==> config.mk <==
export PLATFORM = sky130hd
export DESIGN_NAME = alu_op_sequencer
export DESIGN_NICKNAME = d
export VERILOG_FILES = /design/src/rtl/alu_pkg.sv /design/src/rtl/alu_simple_unit.sv /design/src/rtl/alu_op_sequencer.sv
export SDC_FILE = /design/constraint.sdc
export NUM_CORES = 1
export LEC_CHECK = 0
export BUFFER_PORTS_ARGS = -buffer_cell sky130_fd_sc_hd__buf_2
export CAP_MARGIN = 40
export CORE_ASPECT_RATIO = 1.1
export CORE_UTILIZATION = 50
export CTS_CLUSTER_DIAMETER = 50
export DETAILED_ROUTE_END_ITERATION = 8
export HOLD_SLACK_MARGIN = 0.15
export PLACE_DENSITY_LB_ADDON = 0.2
export SYNTH_ARGS = -nofsm -noshare
export SYNTH_HDL_FRONTEND = slang
export SYNTH_HIERARCHICAL = 1
export SYNTH_SLANG_ARGS = --single-unit
==> constraint.sdc <==
create_clock -name clk -period 5.9 [get_ports clk]
set_clock_uncertainty 0.15 [all_clocks]
set_input_delay 0.295 -clock clk [delete_from_list [all_inputs] [get_ports clk]]
set_output_delay 0.295 -clock clk [all_outputs]
set_load 0.05 [all_outputs]
==> src/rtl/alu_pkg.sv <==
// Shared opcode constants and sequencer state encoding for the ALU op sequencer.
package alu_pkg;

  localparam logic [4:0] OP_ADD = 5'd0;
  localparam logic [4:0] OP_SUB = 5'd1;
  localparam logic [4:0] OP_AND = 5'd2;
  localparam logic [4:0] OP_OR  = 5'd3;
  localparam logic [4:0] OP_XOR = 5'd4;
  localparam logic [4:0] OP_SLL = 5'd5;

  typedef enum logic [1:0] {
    ST_IDLE    = 2'd0,
    ST_EXEC    = 2'd1,
    ST_WAIT_SH = 2'd2,
    ST_RESP    = 2'd3
  } seq_state_t;

  function automatic logic is_legal_op(input logic [4:0] op);
    return op <= OP_SLL;
  endfunction

endpackage

==> src/rtl/alu_simple_unit.sv <==
// Combinational ADD/SUB/AND/OR/XOR datapath; SLL is executed by the external shifter.
module alu_simple_unit
  import alu_pkg::*;
#(
  parameter int unsigned WIDTH = 32
) (
  input  logic [WIDTH-1:0] a,
  input  logic [WIDTH-1:0] b,
  input  logic [4:0]       ctrl,
  output logic [WIDTH-1:0] result,
  output logic             illegal
);

  always_comb begin
    result  = '0;
    illegal = !is_legal_op(ctrl);
    case (ctrl)
      OP_ADD:  result = a + b;
      OP_SUB:  result = a - b;
      OP_AND:  result = a & b;
      OP_OR:   result = a | b;
      OP_XOR:  result = a ^ b;
      default: result = '0;
    endcase
  end

endmodule

==> src/rtl/alu_op_sequencer.sv <==
// Request/response ALU sequencer with an external shift unit for SLL.
// Optional shifter wait timeout enabled by defining ALU_SEQ_TIMEOUT_EN.
module alu_op_sequencer
  import alu_pkg::*;
#(
  parameter int unsigned WIDTH   = 32,
  parameter int unsigned TIMEOUT = 64
) (
  input  logic             clk,
  input  logic             rst,
  input  logic             in_valid,
  output logic             in_ready,
  input  logic [WIDTH-1:0] a,
  input  logic [WIDTH-1:0] b,
  input  logic [4:0]       ctrl,
  output logic             sh_start,
  output logic [WIDTH-1:0] sh_a,
  output logic [4:0]       sh_b,
  input  logic             sh_done,
  input  logic [WIDTH-1:0] sh_result,
  output logic             out_valid,
  input  logic             out_ready,
  output logic [WIDTH-1:0] out_result,
  output logic             out_err
);

  seq_state_t       state;
  seq_state_t       state_nxt;
  logic [WIDTH-1:0] b_q;
  logic [4:0]       ctrl_q;
  logic [WIDTH-1:0] alu_result;
  logic             alu_illegal;
  logic             is_sll;
  logic             accept;
  logic             timeout_hit;

  // sh_a doubles as the registered A operand for the simple ALU ops.
  alu_simple_unit #(.WIDTH(WIDTH)) u_simple (
    .a       (sh_a),
    .b       (b_q),
    .ctrl    (ctrl_q),
    .result  (alu_result),
    .illegal (alu_illegal)
  );

  assign is_sll = (ctrl_q == OP_SLL);
  assign accept = in_valid && in_ready;

`ifdef ALU_SEQ_TIMEOUT_EN
  localparam int unsigned CNT_W = (TIMEOUT > 1) ? $clog2(TIMEOUT) : 1;
  logic [CNT_W-1:0] wait_cnt;

  always_ff @(posedge clk) begin
    if (rst) begin
      wait_cnt <= '0;
    end else if (state != ST_WAIT_SH) begin
      wait_cnt <= '0;
    end else if (!sh_done) begin
      wait_cnt <= wait_cnt + 1'b1;
    end
  end

  // Fires on the last of TIMEOUT consecutive WAIT_SH cycles without sh_done.
  assign timeout_hit = (state == ST_WAIT_SH) && !sh_done &&
                       (wait_cnt == CNT_W'(TIMEOUT - 1));
`else
  assign timeout_hit = 1'b0;
`endif

  always_ff @(posedge clk) begin
    if (rst) begin
      state <= ST_IDLE;
    end else begin
      state <= state_nxt;
    end
  end

  always_comb begin
    state_nxt = state;
    in_ready  = 1'b0;
    sh_start  = 1'b0;
    out_valid = 1'b0;
    case (state)
      ST_IDLE: begin
        in_ready = !rst;
        if (in_valid) state_nxt = ST_EXEC;
      end
      ST_EXEC: begin
        sh_start  = is_sll;
        state_nxt = is_sll ? ST_WAIT_SH : ST_RESP;
      end
      ST_WAIT_SH: begin
        if (sh_done || timeout_hit) state_nxt = ST_RESP;
      end
      ST_RESP: begin
        out_valid = 1'b1;
        if (out_ready) state_nxt = ST_IDLE;
      end
      default: state_nxt = ST_IDLE;
    endcase
  end

  always_ff @(posedge clk) begin
    if (rst) begin
      b_q        <= '0;
      ctrl_q     <= '0;
      sh_a       <= '0;
      sh_b       <= '0;
      out_result <= '0;
      out_err    <= 1'b0;
    end else begin
      if (accept) begin
        sh_a   <= a;
        sh_b   <= b[4:0];
        b_q    <= b;
        ctrl_q <= ctrl;
      end
      case (state)
        ST_EXEC: begin
          if (!is_sll) begin
            out_result <= alu_illegal ? '0 : alu_result;
            out_err    <= alu_illegal;
          end
        end
        ST_WAIT_SH: begin
          if (sh_done) begin
            out_result <= sh_result;
            out_err    <= 1'b0;
          end else if (timeout_hit) begin
            out_result <= '0;
            out_err    <= 1'b1;
          end
        end
        default: ;
      endcase
    end
  end

endmodule

# Word-level counts from Yosys, hierarchy flattened

Cells that the tools add are included.

Bits in registers: 109
Bits of input ports: 106
Output and inout port bits: 73

$add $sub $neg: 2
Magnitude comparators: 1
Equality and inequality tests: 12
Multiplexer cells: 16
Bitwise logic cells: 3
Reduce and logical (&&, ||, !) cells: 8

Operator list:

| cell                                                 | number |
|---|---|
| one-hot mux 32 bit (5 select lines)                  | 1 |
| two-way mux 32 bit                                   | 3 |
| one-hot mux 32 bit (2 select lines)                  | 1 |
| adder 32 bit                                         | 1 |
| AND 32 bit                                           | 1 |
| OR 32 bit                                            | 1 |
| subtractor 32 bit                                    | 1 |
| bitwise XOR 32 bit                                   | 1 |
| equality test 5 x 2 -> 1 bit (second input constant) | 2 |
| equality test 5 x 3 -> 1 bit (second input constant) | 2 |
| != test 2 bit (second input constant)                | 4 |
| one-hot mux 2 bit (4 select lines)                   | 1 |
| two-way mux 1 bit                                    | 6 |
| two-way mux 2 bit                                    | 3 |
| AND reduction 3 bit                                  | 2 |
| equality test 5 x 1 -> 1 bit (second input constant) | 1 |
| <= comparator 5 x 3 -> 1 bit (second input constant) | 1 |
| logical NOT 5 bit                                    | 1 |
| equality test 2 bit (second input constant)          | 2 |
| equality test 2 x 1 -> 1 bit (second input constant) | 1 |
| logical NOT 1 bit                                    | 2 |
| logical NOT 2 bit                                    | 1 |
| one-hot mux 1 bit (2 select lines)                   | 1 |
| nonzero test 2 bit                                   | 1 |
| logical AND 1 bit                                    | 1 |

# Longest topological paths before layout

Word-level depth: 5
Depth in mapped cells: 21
Depth with buffers taken out: 20

# Hierarchy

Netlist, hierarchy kept.

By module, submodules not included:

| module           | instances | cells each | area each (um^2) | seq. area each (um^2) |
|---|---|---|---|---|
| alu_op_sequencer | 1         | 549        | 4753.3           | 2082.0 |
| alu_simple_unit  | 1         | 598        | 4184.0           | 0.0 |

# Worst setup path before layout

OpenSTA, ideal clock, no wires.

Path type: register to register
Start point: register ctrl_q[1]
End point: register out_result[31]
Data arrival time: 4.434 ns
Data required time: 5.692 ns
Path slack: 1.259 ns
Cell stages (with the launch flop): 19
Path buffers: 2
Path through: dfxtp_1 -> nor4_2 -> and2_0 -> clkbuf_1 -> clkbuf_1 -> nor2_1 -> xnor2_1 -> ha_1 -> o211ai_2 -> a21oi_2 -> o22ai_2 -> or4b_4 -> a2111oi_4 -> o22ai_2 -> xnor2_1 -> a221o_1 -> or3b_2 -> a21oi_1 -> mux2_2

Cells in the longest elaborated chain, start to end: 5

RTL lines:

| element                                                    | RTL line                | RTL |
|---|---|---|
| start: declaration                                         | alu_op_sequencer.sv:30  | `logic [4:0] ctrl_q;` |
| start signal: assignment                                   | alu_op_sequencer.sv:116 | `ctrl_q <= ctrl;` |
| equality test 5 x 3 -> 1 bit, or another cell as far along | alu_simple_unit.sv:17   | `case (ctrl)` |
| one-hot mux 32 bit (5 select lines) *                      | alu_simple_unit.sv:17   |  |
| via alu_result[31]                                         | alu_op_sequencer.sv:31  | `logic [WIDTH-1:0] alu_result;` |
| two-way mux 32 bit *                                       | alu_op_sequencer.sv:121 | `out_result <= alu_illegal ? '0 : alu_result;` |
| two-way mux 32 bit *                                       | alu_op_sequencer.sv:120 | `if (!is_sll) begin` |
| one-hot mux 32 bit (2 select lines) *                      | alu_op_sequencer.sv:118 | `case (state)` |
| end signal: assignment                                     | alu_op_sequencer.sv:121 |  |
| end signal: assignment                                     | alu_op_sequencer.sv:127 | `out_result <= sh_result;` |
| end: declaration                                           | alu_op_sequencer.sv:23  | `output logic [WIDTH-1:0] out_result,` |

The timed path passes the listed nets; every way through them passes the cells marked *. The select of a mux whose other input is x is not followed.
A chain may end at the register's enable or synchronous reset.

# Worst setup path in the final report

Start point: register ctrl_q[1]
End point: register out_result[22]

Same word-level chain as after synthesis.

==> metrics.txt <==
status=complete, no violations; period utilization=85.3%; fin. max-slew vios=0; #FFs+latches synth=roughly 100; initial antenna violation count=0; # rows=50; CP Class=flop to flop; register area=0.00208 mm2; Least-Margin Pin Slew=0.810 ns; RSZ-0062 raised after global routing=no; fin cells=~1600; peak supply drop=0.202 mV; Rel. slew slack=46.0%; initial drt markers=between 500 and 600; WHS=between 0.15 and 0.2 ns; Startpoint Class=flop; initial core utilization=51.8%; start of the worst register-to-register path=ctrl_q[1]; Setup crit end kind=flop; Synth Flop Type=dfxtp_1; Worst Path Max Fanout=10; share of the synthesized area in the top cell type=23.3%; R2R Path End=out_result[22]; worst-case clock buffer depth=2; grt ovf=0; syn_nets=1355; number of global-route vias before repair=7959; GRT Util Overall=around a quarter; Boundary Pins=179; yosys warns=6; CP Data Arrival Time=around 5.2 ns; sequential fraction of the synthesis area=23.3%; max_cap viols=0; largest cells by area after synthesis=dfxtp_1 (23%), ha_1 (14%), nand2_1 (6.3%); Power per Cell Area=475 mW/mm2; first-pass iteration count of the detailed router=5; most common cell in the netlist=nand2_1; pre-CTS setup slack=0.924 ns; Fin. Hold Viols=0; vias per inst=between 5 and 6; # setup viols final=0; Post-synth EDFFs=0; area leader, netlist=dfxtp_1; Antenna Nets Post-Route=0; first-pass GRT wire length=39100 um; ant diodes=0; htree depth=3; area of the multi-input gates=0.00615 mm2; drc violations=0; clock root buffer=clkbuf_16; Placer Congestion=approximately 0.93; Period minus WS final=roughly 5.0 ns; Worst-path clk slew=roughly 0.070 ns; Syn Std Cell Area=0.00894 mm2; Vias=8552; Placed Instances=1494; area grow syn2layout=21.3%; crit path launch=ctrl_q[1]; worst skew pair latency=0.36 ns; async set-or-reset flop fraction in the synthesized netlist=0%; cts bufs inserted=9; die area=approximately 0.018 mm2; die height=142 um; CTS tree=done; Nets=1548; DR WL/cell=15.3 um; worst min-delay path category=input port to flop; leakage=4.73 nW; # fillers=between 1500 and 2000; drt total wl=24100 um; TNS Setup=0 ns; Post-Synthesis Mean Instance Area=7.79 um2; Clock Sinks=104; synthesized instance count=~1100; cells on worst reg2reg path=17; largest net degree at the start of global routing=77; port bufs=178; Post-synth top cells=nand2_1 (151), o21ai_0 (111), dfxtp_1 (104); max frequency=0.199 GHz; core area=0.0173 mm2; HPWL Detailed=~17000 um; share of cells above drive strength 1=19.7%; Critical Path End=out_result[22]; critical path required time=6.06 ns; library cells used by synthesis=74; R2R Setup Slk=0.87 ns; Final WS setup=approximately 0.87 ns; Chip Width=about 130 um
[routing by layer]
metal	GRT usage, %	share of wire [%]
met2	42.9	44
met3	3.95	5.3
met4	6.92	1.3
met5	0	0
met1	36.7	49
[repair_timing]
action                     4_1_cts  5_1_grt
hold endpoints to repair        69        0
hold buffers                    69        0
buffers inserted                 0        0
setup endpoints to repair        0        0
resized for setup                0        0
[report_power, final]
group | leakage (nW) | internal, mW | total (mW) | switching (mW)
clock | 0.156 | 0.367 | 0.649 | 0.282
sequential | 0.852 | 0.884 | 1.09 | 0.203
combinational | 3.72 | 1.32 | 3.41 | 2.10
[logic make-up after synthesis]
| family | after synthesis | share of synthesized area, % |
|---|---|---|
| AOI/OAI and AO/OA | 295 | 20.1 |
| xor gates and xnor gates | 58 | 5.68 |
| adders and majority gates | 102 | 14.4 |
| buffers and inverters | 155 | 7.91 |
| DFF | 104 | 23.3 |
| muxes | 42 | 5.21 |
| and+or+nand+nor | 391 | 23.4 |
[final cells by class]
class	instances	area share, %
Clock inverter	3	0.438
Sequential cell	104	19.2
Tap cell	234	2.70
Multi-Input combinational cell	888	56.7
Inverter	78	2.70
Clock buffer	13	2.49
Timing Repair Buffer	259	15.7
[per-stage QoR]
step / util (%) / power, mW / area (um2)
floorplan: - / 3.71 / 8940
global placement: 56.7 / 4.35 / 9780
detailed placement: 57.0 / 4.41 / 9840
CTS: 62.8 / 5.12 / 10800
global route: 62.8 / 5.53 / 10800
finish: 62.8 / 5.15 / 10800
[critical path, cell delays in order, from the launching register on]
cell      delay [ns]
dfxtp_1         0.37
nor4_2          0.28
buf_4           0.24
and2_0          0.48
nor2_1          0.12
xnor2_1         0.15
ha_1            0.34
nor2b_1         0.16
o31ai_1         0.46
a21boi_0        0.33
a41o_1          0.37
a21oi_1         0.22
o21ai_0         0.15
xnor2_1         0.15
o21ai_0         0.29
or3b_1          0.39
a21oi_1         0.14
mux2_2          0.17
[registers in the layout (all words and copies together), names as in the netlist]
signal      flops
out_result     32
state           2
ctrl_q          5
b_q            28
out_err         1
sh_a           32
sh_b            4
[worst min path at each step]
stage | startpoint | end | slack (ns) | depth (start not counted)
after global placement | out_err | out_err | 0.32 | 2
after CTS | sh_result[17] | out_result[17] | 0.17 | 4
after detailed placement | out_err | out_err | 0.32 | 2
final | sh_result[17] | out_result[17] | 0.18 | 4
after global routing | sh_result[0] | out_result[0] | 0.19 | 4
after floorplan | b[10] | b_q[10] | 0.25 | 2
[cells in the final DEF, fill, tap and decap left out, types with 4 or more instances in the layout]
cell           instances
buf_2                177
nand2_1              151
o21ai_0              111
dfxtp_1              103
ha_1                 100
a21oi_1               83
inv_1                 78
nand2b_1              75
dlygate4sd3_1         69
xnor2_1               44
nor2_1                41
nor2b_1               37
mux2_2                32
or3b_1                24
a211oi_1              23
xor2_1                14
a31oi_1               11
buf_4                 10
o221ai_1              10
or3b_2                 9
mux2i_1                9
o31ai_1                9
clkbuf_16              9
nand4_1                9
nand3_1                7
and2_1                 7
o21a_1                 6
nor3_1                 5
a21o_1                 5
a221o_1                5
nor4_1                 4
Note: power is estimated with default switching activity, not from simulation.
